### src/rtl/multicycle_control.sv
// Moore main controller for the multicycle MIPS datapath: sequences fetch, decode and
// per-class execute states, stretching memory-read states by MEM_LAT wait cycles.
module multicycle_control #(
    parameter int unsigned MEM_LAT = 1
) (
    input  logic       clk,
    input  logic       rst_n,
    input  logic [5:0] opcode,
    input  logic [5:0] funct,
    output logic       IorD,
    output logic       MemWrite,
    output logic       IRWrite,
    output logic       RegDst,
    output logic       MemtoReg,
    output logic       RegWrite,
    output logic       ALUSrcA,
    output logic [1:0] ALUSrcB,
    output logic [3:0] ALUControl,
    output logic [1:0] PCSrc,
    output logic       Branch,
    output logic       PCWrite,
    output logic       retire,
    output logic       illegal,
    output logic [3:0] state
);

    typedef enum logic [3:0] {
        S_FETCH    = 4'd0,
        S_DECODE   = 4'd1,
        S_MEMADR   = 4'd2,
        S_MEMREAD  = 4'd3,
        S_MEMWB    = 4'd4,
        S_MEMWRITE = 4'd5,
        S_EXECUTE  = 4'd6,
        S_ALUWB    = 4'd7,
        S_BRANCH   = 4'd8,
        S_ADDIEX   = 4'd9,
        S_ADDIWB   = 4'd10,
        S_JUMP     = 4'd11,
        S_HALT     = 4'd15
    } state_t;

    localparam logic [5:0] OP_R    = 6'b000000;
    localparam logic [5:0] OP_LW   = 6'b100011;
    localparam logic [5:0] OP_SW   = 6'b101011;
    localparam logic [5:0] OP_BEQ  = 6'b000100;
    localparam logic [5:0] OP_ADDI = 6'b001000;
    localparam logic [5:0] OP_J    = 6'b000010;
    localparam logic [2:0] LAT     = MEM_LAT[2:0];

    state_t     state_q, state_d;
    logic [2:0] cnt_q, cnt_d;
    logic       last_wait;
    logic       r_ok;
    logic [3:0] r_alu;
    logic       mem_write_raw, ir_write_raw, reg_write_raw;
    logic       pc_write_raw, branch_raw, retire_raw;

    assign last_wait = (cnt_q == LAT);

    always_comb begin
        r_ok  = 1'b1;
        r_alu = 4'b0000;
        case (funct)
            6'b100000: r_alu = 4'b0000;
            6'b100010: r_alu = 4'b0001;
            6'b100100: r_alu = 4'b1000;
            6'b100101: r_alu = 4'b1001;
            6'b100110: r_alu = 4'b1010;
            6'b100111: r_alu = 4'b1011;
            default:   r_ok  = 1'b0;
        endcase
    end

    always_ff @(posedge clk or negedge rst_n) begin
        if (!rst_n) begin
            state_q <= S_FETCH;
            cnt_q   <= 3'd0;
        end else begin
            state_q <= state_d;
            cnt_q   <= cnt_d;
        end
    end

    always_comb begin
        state_d       = state_q;
        IorD          = 1'b0;
        RegDst        = 1'b0;
        MemtoReg      = 1'b0;
        ALUSrcA       = 1'b0;
        ALUSrcB       = 2'b00;
        ALUControl    = 4'b0000;
        PCSrc         = 2'b00;
        illegal       = 1'b0;
        mem_write_raw = 1'b0;
        ir_write_raw  = 1'b0;
        reg_write_raw = 1'b0;
        pc_write_raw  = 1'b0;
        branch_raw    = 1'b0;
        retire_raw    = 1'b0;
        case (state_q)
            S_FETCH: begin
                ALUSrcB = 2'b01;
                if (last_wait) begin
                    ir_write_raw = 1'b1;
                    pc_write_raw = 1'b1;
                    state_d      = S_DECODE;
                end
            end
            S_DECODE: begin
                ALUSrcB = 2'b11;
                case (opcode)
                    OP_LW, OP_SW: state_d = S_MEMADR;
                    OP_R:         state_d = r_ok ? S_EXECUTE : S_HALT;
                    OP_BEQ:       state_d = S_BRANCH;
                    OP_ADDI:      state_d = S_ADDIEX;
                    OP_J:         state_d = S_JUMP;
                    default:      state_d = S_HALT;
                endcase
            end
            S_MEMADR: begin
                ALUSrcA = 1'b1;
                ALUSrcB = 2'b10;
                state_d = (opcode == OP_LW) ? S_MEMREAD : S_MEMWRITE;
            end
            S_MEMREAD: begin
                IorD = 1'b1;
                if (last_wait) state_d = S_MEMWB;
            end
            S_MEMWB: begin
                MemtoReg      = 1'b1;
                reg_write_raw = 1'b1;
                retire_raw    = 1'b1;
                state_d       = S_FETCH;
            end
            S_MEMWRITE: begin
                IorD          = 1'b1;
                mem_write_raw = 1'b1;
                retire_raw    = 1'b1;
                state_d       = S_FETCH;
            end
            S_EXECUTE: begin
                ALUSrcA    = 1'b1;
                ALUControl = r_alu;
                state_d    = S_ALUWB;
            end
            S_ALUWB: begin
                RegDst        = 1'b1;
                reg_write_raw = 1'b1;
                retire_raw    = 1'b1;
                state_d       = S_FETCH;
            end
            S_BRANCH: begin
                ALUSrcA    = 1'b1;
                ALUControl = 4'b0001;
                PCSrc      = 2'b01;
                branch_raw = 1'b1;
                retire_raw = 1'b1;
                state_d    = S_FETCH;
            end
            S_ADDIEX: begin
                ALUSrcA = 1'b1;
                ALUSrcB = 2'b10;
                state_d = S_ADDIWB;
            end
            S_ADDIWB: begin
                reg_write_raw = 1'b1;
                retire_raw    = 1'b1;
                state_d       = S_FETCH;
            end
            S_JUMP: begin
                PCSrc        = 2'b10;
                pc_write_raw = 1'b1;
                retire_raw   = 1'b1;
                state_d      = S_FETCH;
            end
            S_HALT:  illegal = 1'b1;
            default: state_d = S_HALT;
        endcase
    end

    // Wait counter restarts on entry to a memory-read state and saturates at 7.
    always_comb begin
        if ((state_d == S_FETCH || state_d == S_MEMREAD) && state_d != state_q)
            cnt_d = 3'd0;
        else if (cnt_q != 3'd7)
            cnt_d = cnt_q + 3'd1;
        else
            cnt_d = cnt_q;
    end

    // Enables are gated by rst_n so no write escapes while reset is held.
    assign MemWrite = mem_write_raw & rst_n;
    assign IRWrite  = ir_write_raw  & rst_n;
    assign RegWrite = reg_write_raw & rst_n;
    assign PCWrite  = pc_write_raw  & rst_n;
    assign Branch   = branch_raw    & rst_n;
    assign retire   = retire_raw    & rst_n;
    assign state    = state_q;

endmodule

### config.mk
export PLATFORM = sky130hd
export DESIGN_NAME = multicycle_control
export DESIGN_NICKNAME = d
export VERILOG_FILES = /design/src/rtl/multicycle_control.sv
export SDC_FILE = /design/constraint.sdc
export NUM_CORES = 1
export LEC_CHECK = 0
export ABC_AREA = 1
export CORE_MARGIN = 2
export CORE_UTILIZATION = 45
export CTS_CLUSTER_DIAMETER = 40
export CTS_CLUSTER_SIZE = 40
export DETAILED_ROUTE_END_ITERATION = 6
export GPL_TIMING_DRIVEN = 0
export PLACE_DENSITY = 0.87
export SYNTH_ARGS = -nofsm -noshare
export SYNTH_HDL_FRONTEND = slang
export SYNTH_SLANG_ARGS = --single-unit
### constraint.sdc
create_clock -name clk -period 2.7 [get_ports clk]
set_clock_uncertainty 0.15 [all_clocks]
set_input_delay 0.405 -clock clk [delete_from_list [all_inputs] [get_ports clk]]
set_output_delay 0.405 -clock clk [all_outputs]
set_load 0.01 [all_outputs]
-- Word level (Yosys, flattened, before mapping)
Index checks and enable logic that the tools add are counted.
- mux-type cells: 25
- reductions and logical operators: 13
- add/sub/neg operators: 1
- bitwise gates (word level): 6
- eq/ne operators: 27
- operators with widths (kind ; count):
    $eq 6x6->1 const B ; 8
    $pmux 4 s5 ; 2
    $pmux 4 s8 ; 1
    $eq 4x4->1 const B ; 5
    $eq 4x3->1 const B ; 4
    $eq 4x2->1 const B ; 3
    $mux 1 ; 12
    $mux 4 ; 3
    $reduce_or 6->1 ; 2
    $mux 3 ; 3
    $logic_not 4->1 ; 2
    $pmux 4 s2 ; 1
    $and 1x1->1 ; 6
    $eq 6x2->1 const B ; 1
    $eq 6x3->1 const B ; 1
    $eq 6x4->1 const B ; 1
    $logic_not 6->1 ; 1
    $pmux 2 s3 ; 1
    $reduce_or 2->1 ; 3
    $eq 4x1->1 const B ; 1
    $ne 4x4->1 ; 1
    $pmux 2 s2 ; 1
    $reduce_or 4->1 ; 1
    $add 3x1->3 const B ; 1
    7 further kinds ; 7
- register bits: 7
- input bits: 14
- logic and storage cells: 74
- output and inout port bits: 23

-- Logic depth before layout (Yosys ltp)
- word-level depth: 10
- depth in mapped cells: 13
- depth with buffers taken out: 13

-- Worst setup path after synthesis
OpenSTA, ideal clock, no wires.
- path kind: register to output
- start: reg state_q[3], in the netlist state[3]
- end: out retire
- stages on the path, launching flop included: 7
- path buffers: 0
- data required time: 2.145 ns
- arrival time: 1.396 ns
- setup slack: 0.749 ns
- cell sequence: dfrtp_1 > inv_1 > nor2_1 > inv_1 > nor2_1 > inv_1 > a41oi_1
- cells in the longest elaborated chain, start to end: 4
- elaborated cells between the ends (all ways): 9
- classes of those cells: 6 x eq/ne; 1 x mux; 1 x bitwise; 1 x reduce/logical
- ends and longest elaborated chain (what ; line ; text):
    start: declaration ; 51 ; state_t state_q, state_d;
    start signal: assignment ; 80 ; state_q <= state_d;
    $eq 4x4->1 / $eq 4x3->1 (equally long branches) ; 101 ; case (state_q)
    $reduce_or 6->1 (no line) (*) ; -- ;
    $mux 1 (*) ; 101 ;
    $and 1x1->1 (*) ; 198 ; assign retire = retire_raw & rst_n;
    end: declaration ; 22 ; output logic retire,
Every way passes the cells marked *; elsewhere a longest branch is shown, timed or not.

-- Worst setup path in the final report
- start: reg state_q[3], in the netlist state[3]
- end: out ALUControl[1]
- cells in the longest elaborated chain, start to end: 2
- elaborated cells between the ends (all ways): 3
- classes of those cells: 2 x eq/ne; 1 x mux
- ends and longest elaborated chain (what ; line ; text):
    $eq 4x4->1 / $eq 4x3->1 (equally long branches) ; 101 ;
    $pmux 4 s2 (*) ; 101 ;
    end: declaration ; 18 ; output logic [3:0] ALUControl,
Marked as above.

==> metrics.txt <==
# TYPE chip_impl_metric gauge
chip_impl_metric{name="numPlacedInstances",unit=""} 200
chip_impl_metric{name="n_fill_cell",unit=""} 150
chip_impl_metric{name="core_area",unit="mm^2"} 0.00176
chip_impl_metric{name="internal-power",unit="W"} 0.000601
chip_impl_metric{name="max_cap_viol_count",unit=""} 0
chip_impl_metric{name="tritoncts.num_buffers",unit=""} 3
chip_impl_metric{name="synth.net_count",unit=""} 157
chip_impl_metric{name="vias",unit=""} 1001
chip_impl_info{name="tritoncts_clock_tree",value="built"} 1
chip_impl_metric{name="io-pin-count",unit=""} 37
chip_impl_metric{name="yosys_register_bits",unit=""} 7
chip_impl_metric{name="drt.antenna.violating_nets",unit=""} 0
chip_impl_info{name="status",value="finished, final reports clean"} 1
chip_impl_metric{name="seq_area_frac_synth",unit=""} 0.202
chip_impl_metric{name="required",unit="ps"} 2140
chip_impl_info{name="critPathLaunchType",value="flop"} 1
chip_impl_metric{name="syn-mean-instance-area",unit="um^2"} 6.19
chip_impl_metric{name="grt_pass1_wl",unit="mm"} 3.69
chip_impl_info{name="clock_tree.root_cell",value="clkbuf_4"} 1
chip_impl_metric{name="finalWirelength",unit="mm"} 2.21
chip_impl_metric{name="vias_in_the_first_global_route",unit=""} 919
chip_impl_info{name="cp_cell_sequence",value="inv_1 -> nand2_2 -> nor2_4 -> nand2_1 -> nor3_4 -> and2_1 -> clkdlybuf4s50_1"} 1
chip_impl_metric{name="die_y",unit="um"} 47.9
chip_impl_metric{name="total_switching_power",unit="W"} 0.000597
chip_impl_metric{name="finalSetupViolCount",unit=""} 0
chip_impl_metric{name="drtPass1Iterations",unit=""} 5
chip_impl_metric{name="design_power_total",unit="W"} 0.00120
chip_impl_metric{name="fmaxAchievable",unit="MHz"} 387
chip_impl_metric{name="period_share",unit=""} 0.956
chip_impl_metric{name="detail_route.drc_violations",unit=""} 0
chip_impl_metric{name="number_of_antenna_violations_at_the_first_check_in_global_routing",unit=""} 0
chip_impl_metric{name="timing.critical_path.arrival",unit="ps"} 2030
chip_impl_metric{name="clock-sinks",unit=""} 7
chip_impl_metric{name="netlist_instances",unit=""} 140
chip_impl_metric{name="crit_path_max_incr_delay",unit="ps"} 530
chip_impl_metric{name="routed_via_density",unit=""} 4.88
chip_impl_metric{name="drive_above_1_share",unit=""} 0.189
chip_impl_metric{name="track_usage",unit=""} 0.231
chip_impl_metric{name="gp_congestion",unit=""} 0.850
chip_impl_metric{name="floorplan.rows",unit=""} 15
chip_impl_metric{name="power.share.clock",unit=""} 0.083
chip_impl_metric{name="dp_hpwl",unit="mm"} 1.88
chip_impl_metric{name="grt_max_degree",unit=""} 10
chip_impl_metric{name="post_synth_num_cell_types",unit=""} 25
chip_impl_metric{name="cts.htree.levels",unit=""} 1
chip_impl_metric{name="synth.yosys.warnings",unit=""} 0
chip_impl_metric{name="post_cts.repair.setup_buffers",unit=""} 0
chip_impl_metric{name="power_density",unit="mW/mm^2"} 915
chip_impl_metric{name="power.switching_fraction",unit=""} 0.498
chip_impl_metric{name="insertedDiodeCount",unit=""} 0
chip_impl_metric{name="min_period",unit="ps"} 2580
chip_impl_info{name="critPathSlowestCell",value="clkdlybuf4s50_1"} 1
chip_impl_metric{name="insertion_delay",unit="ps"} 260
chip_impl_metric{name="p_comb_frac",unit=""} 0.739
chip_impl_info{name="worst-setup-path-type",value="reg2out"} 1
chip_impl_metric{name="seq_power_share",unit=""} 0.178
chip_impl_metric{name="grt-ovfl-total",unit=""} 0
chip_impl_metric{name="hold-path-cell-count",unit=""} 2
chip_impl_metric{name="setup_tns",unit="ps"} 0
chip_impl_metric{name="r2r.worst_path.cells",unit=""} 10
chip_impl_metric{name="peakVddDrop",unit="mV"} 0.526
chip_impl_metric{name="clock_pin_slew_worst_setup_and_hold_paths",unit="ps"} 50
chip_impl_metric{name="synthDominantCellAreaShare",unit=""} 0.202
chip_impl_metric{name="design.final.nets",unit=""} 198
chip_impl_metric{name="instances_no_fill",unit=""} 205
chip_impl_info{name="holdCritPathClass",value="reg2reg"} 1
chip_impl_metric{name="detail_route.iter0.violations",unit=""} 11
chip_impl_metric{name="worstPathMaxFanout",unit=""} 4
chip_impl_metric{name="area_growth_syn_to_layout",unit="%"} 51.1
chip_impl_metric{name="width_of_the_chip",unit="um"} 47.9
chip_impl_metric{name="power.leakage",unit="nW"} 0.682
chip_impl_metric{name="hold_violations",unit=""} 0
chip_impl_metric{name="initial_core_util",unit=""} 0.491
chip_impl_metric{name="design.die.area",unit="mm^2"} 0.00229
chip_impl_metric{name="routed_wire_length_per_instance",unit="um"} 10.8
chip_impl_metric{name="number_of_buffers_on_the_longest_clock_path",unit=""} 2
chip_impl_metric{name="timing.final.max_slew_violations",unit=""} 0
chip_impl_metric{name="post_synth_instance_area",unit="um^2"} 867
chip_impl_info{name="rsz0062_at_grt",value="no"} 1
chip_impl_info{name="netlist_top_cells_area",value="dfrtp_1 (20%), nor2_1 (12%), nand2_1 (12%)"} 1
chip_impl_info{name="synth_largest_area_cell",value="dfrtp_1"} 1
chip_impl_info{name="end_kind",value="output pin"} 1
chip_impl_metric{name="io_buffer_count",unit=""} 35
==> cell usage after synthesis, drive strengths merged <==
library cell,number
conb,1
inv,25
nand3,13
a21oi,7
xor2,1
o21ai,4
a41oi,1
nand3b,1
ha,3
nor2,38
o211ai,1
nand2,32
buf,1
dfrtp,7
and2,1
nor3,3
o21bai,1
==> registers in the layout, indices dropped and copies added, names as in the netlist <==
signal / flops
cnt_q: 3
state: 4
==> through the flow <==
stage / setup slack, ps / instance area [um^2] / util / hold slack [ps]
2_1_floorplan: 749 / 867 / - / -40.6
3_3_place_gp: 114 / 1250 / 0.708 / 394
3_5_place_dp: 97.5 / 1250 / 0.708 / 405
4_1_cts: 44.2 / 1280 / 0.726 / 271
5_1_grt: 9.70 / 1310 / 0.743 / 500
6_report: 118 / 1310 / 0.743 / 453
==> layout by cell type, fill, tap and decap left out, drive strengths merged <==
| cell type | count |
|---|---|
| nor2 | 38 |
| clkdlybuf4s50 | 32 |
| nand2 | 32 |
| inv | 25 |
| nand3 | 13 |
| dfrtp | 7 |
| a21oi | 7 |
| o21ai | 4 |
| ha | 3 |
| clkbuf | 3 |
| dlymetal6s2s | 3 |
| nor3 | 3 |
| and2 | 1 |
| o21bai | 1 |
| nand3b | 1 |
| o211ai | 1 |
| a41oi | 1 |
| xor2 | 1 |
| buf | 1 |
| conb | 1 |
| clkinv | 1 |
| dlygate4sd3 | 1 |
==> cell type report <==
cell class | instances | area (um^2) | area share
Multi-Input combinational cell | 107 | 607 | 0.463
Timing Repair Buffer | 36 | 368 | 0.281
Sequential cell | 7 | 175 | 0.134
Inverter | 25 | 93.8 | 0.0716
Tap cell | 25 | 31.3 | 0.0239
Clock buffer | 3 | 22.5 | 0.0172
Buffer | 1 | 7.51 | 0.00573
Clock inverter | 1 | 5.00 | 0.00382
==> power by group through the flow <==
stage / clock network, W / registers (W) / logic, W
floorplan: 0 / 0.000216 / 0.000539
global placement: 0 / 0.000210 / 0.000845
detailed placement: 0 / 0.000212 / 0.000870
CTS: 0.000102 / 0.000211 / 0.000879
global route: 0.000105 / 0.000220 / 0.000990
finish: 0.0000989 / 0.000214 / 0.000886
==> per-layer routing <==
metal	GRT usage	wire, um
met5	0	0
met4	0.135	95
met3	0.0264	94
met2	0.405	1100
met1	0.267	918
==> path summary, 6_finish.rpt <==
check                      slack, ps      from            end
min in group asynchronous        460     rst_n       state[0]
max reg2reg                      900  state[2]       cnt_q[0]
min                              450  cnt_q[1]       cnt_q[1]
max                              120  state[3]  ALUControl[1]
max in group asynchronous       1710     rst_n       cnt_q[1]
min reg2reg                      450  cnt_q[1]       cnt_q[1]
==> kinds of logic (layout without fill, tap and decap cells) <==
family	count (synthesis)	count (layout)	share of synthesized area
flip-flops	7	7	0.202
adder cells (fa/ha/maj)	3	3	0.0433
XOR/XNOR	1	1	0.0101
AND/OR/NAND/NOR	88	88	0.524
buffers and inverters	26	66	0.117
other	1	1	0.00432
AO/OA/AOI/OAI	14	14	0.0996
==> timing repair <==
action	CTS	global route
hold buffers	0	1
cloned	0	0
resized for setup	1	6
hold endpoints to repair	0	7
setup endpoints to repair	1	5
pin swaps	0	1
==> critical path, delay by kind of cell, from the launching register on <==
kind	cells	cell delay, ps
buffers and inverters	2	660
flip-flops	1	420
AND/OR/NAND/NOR	5	690
Note: power is estimated with default switching activity, not from simulation.
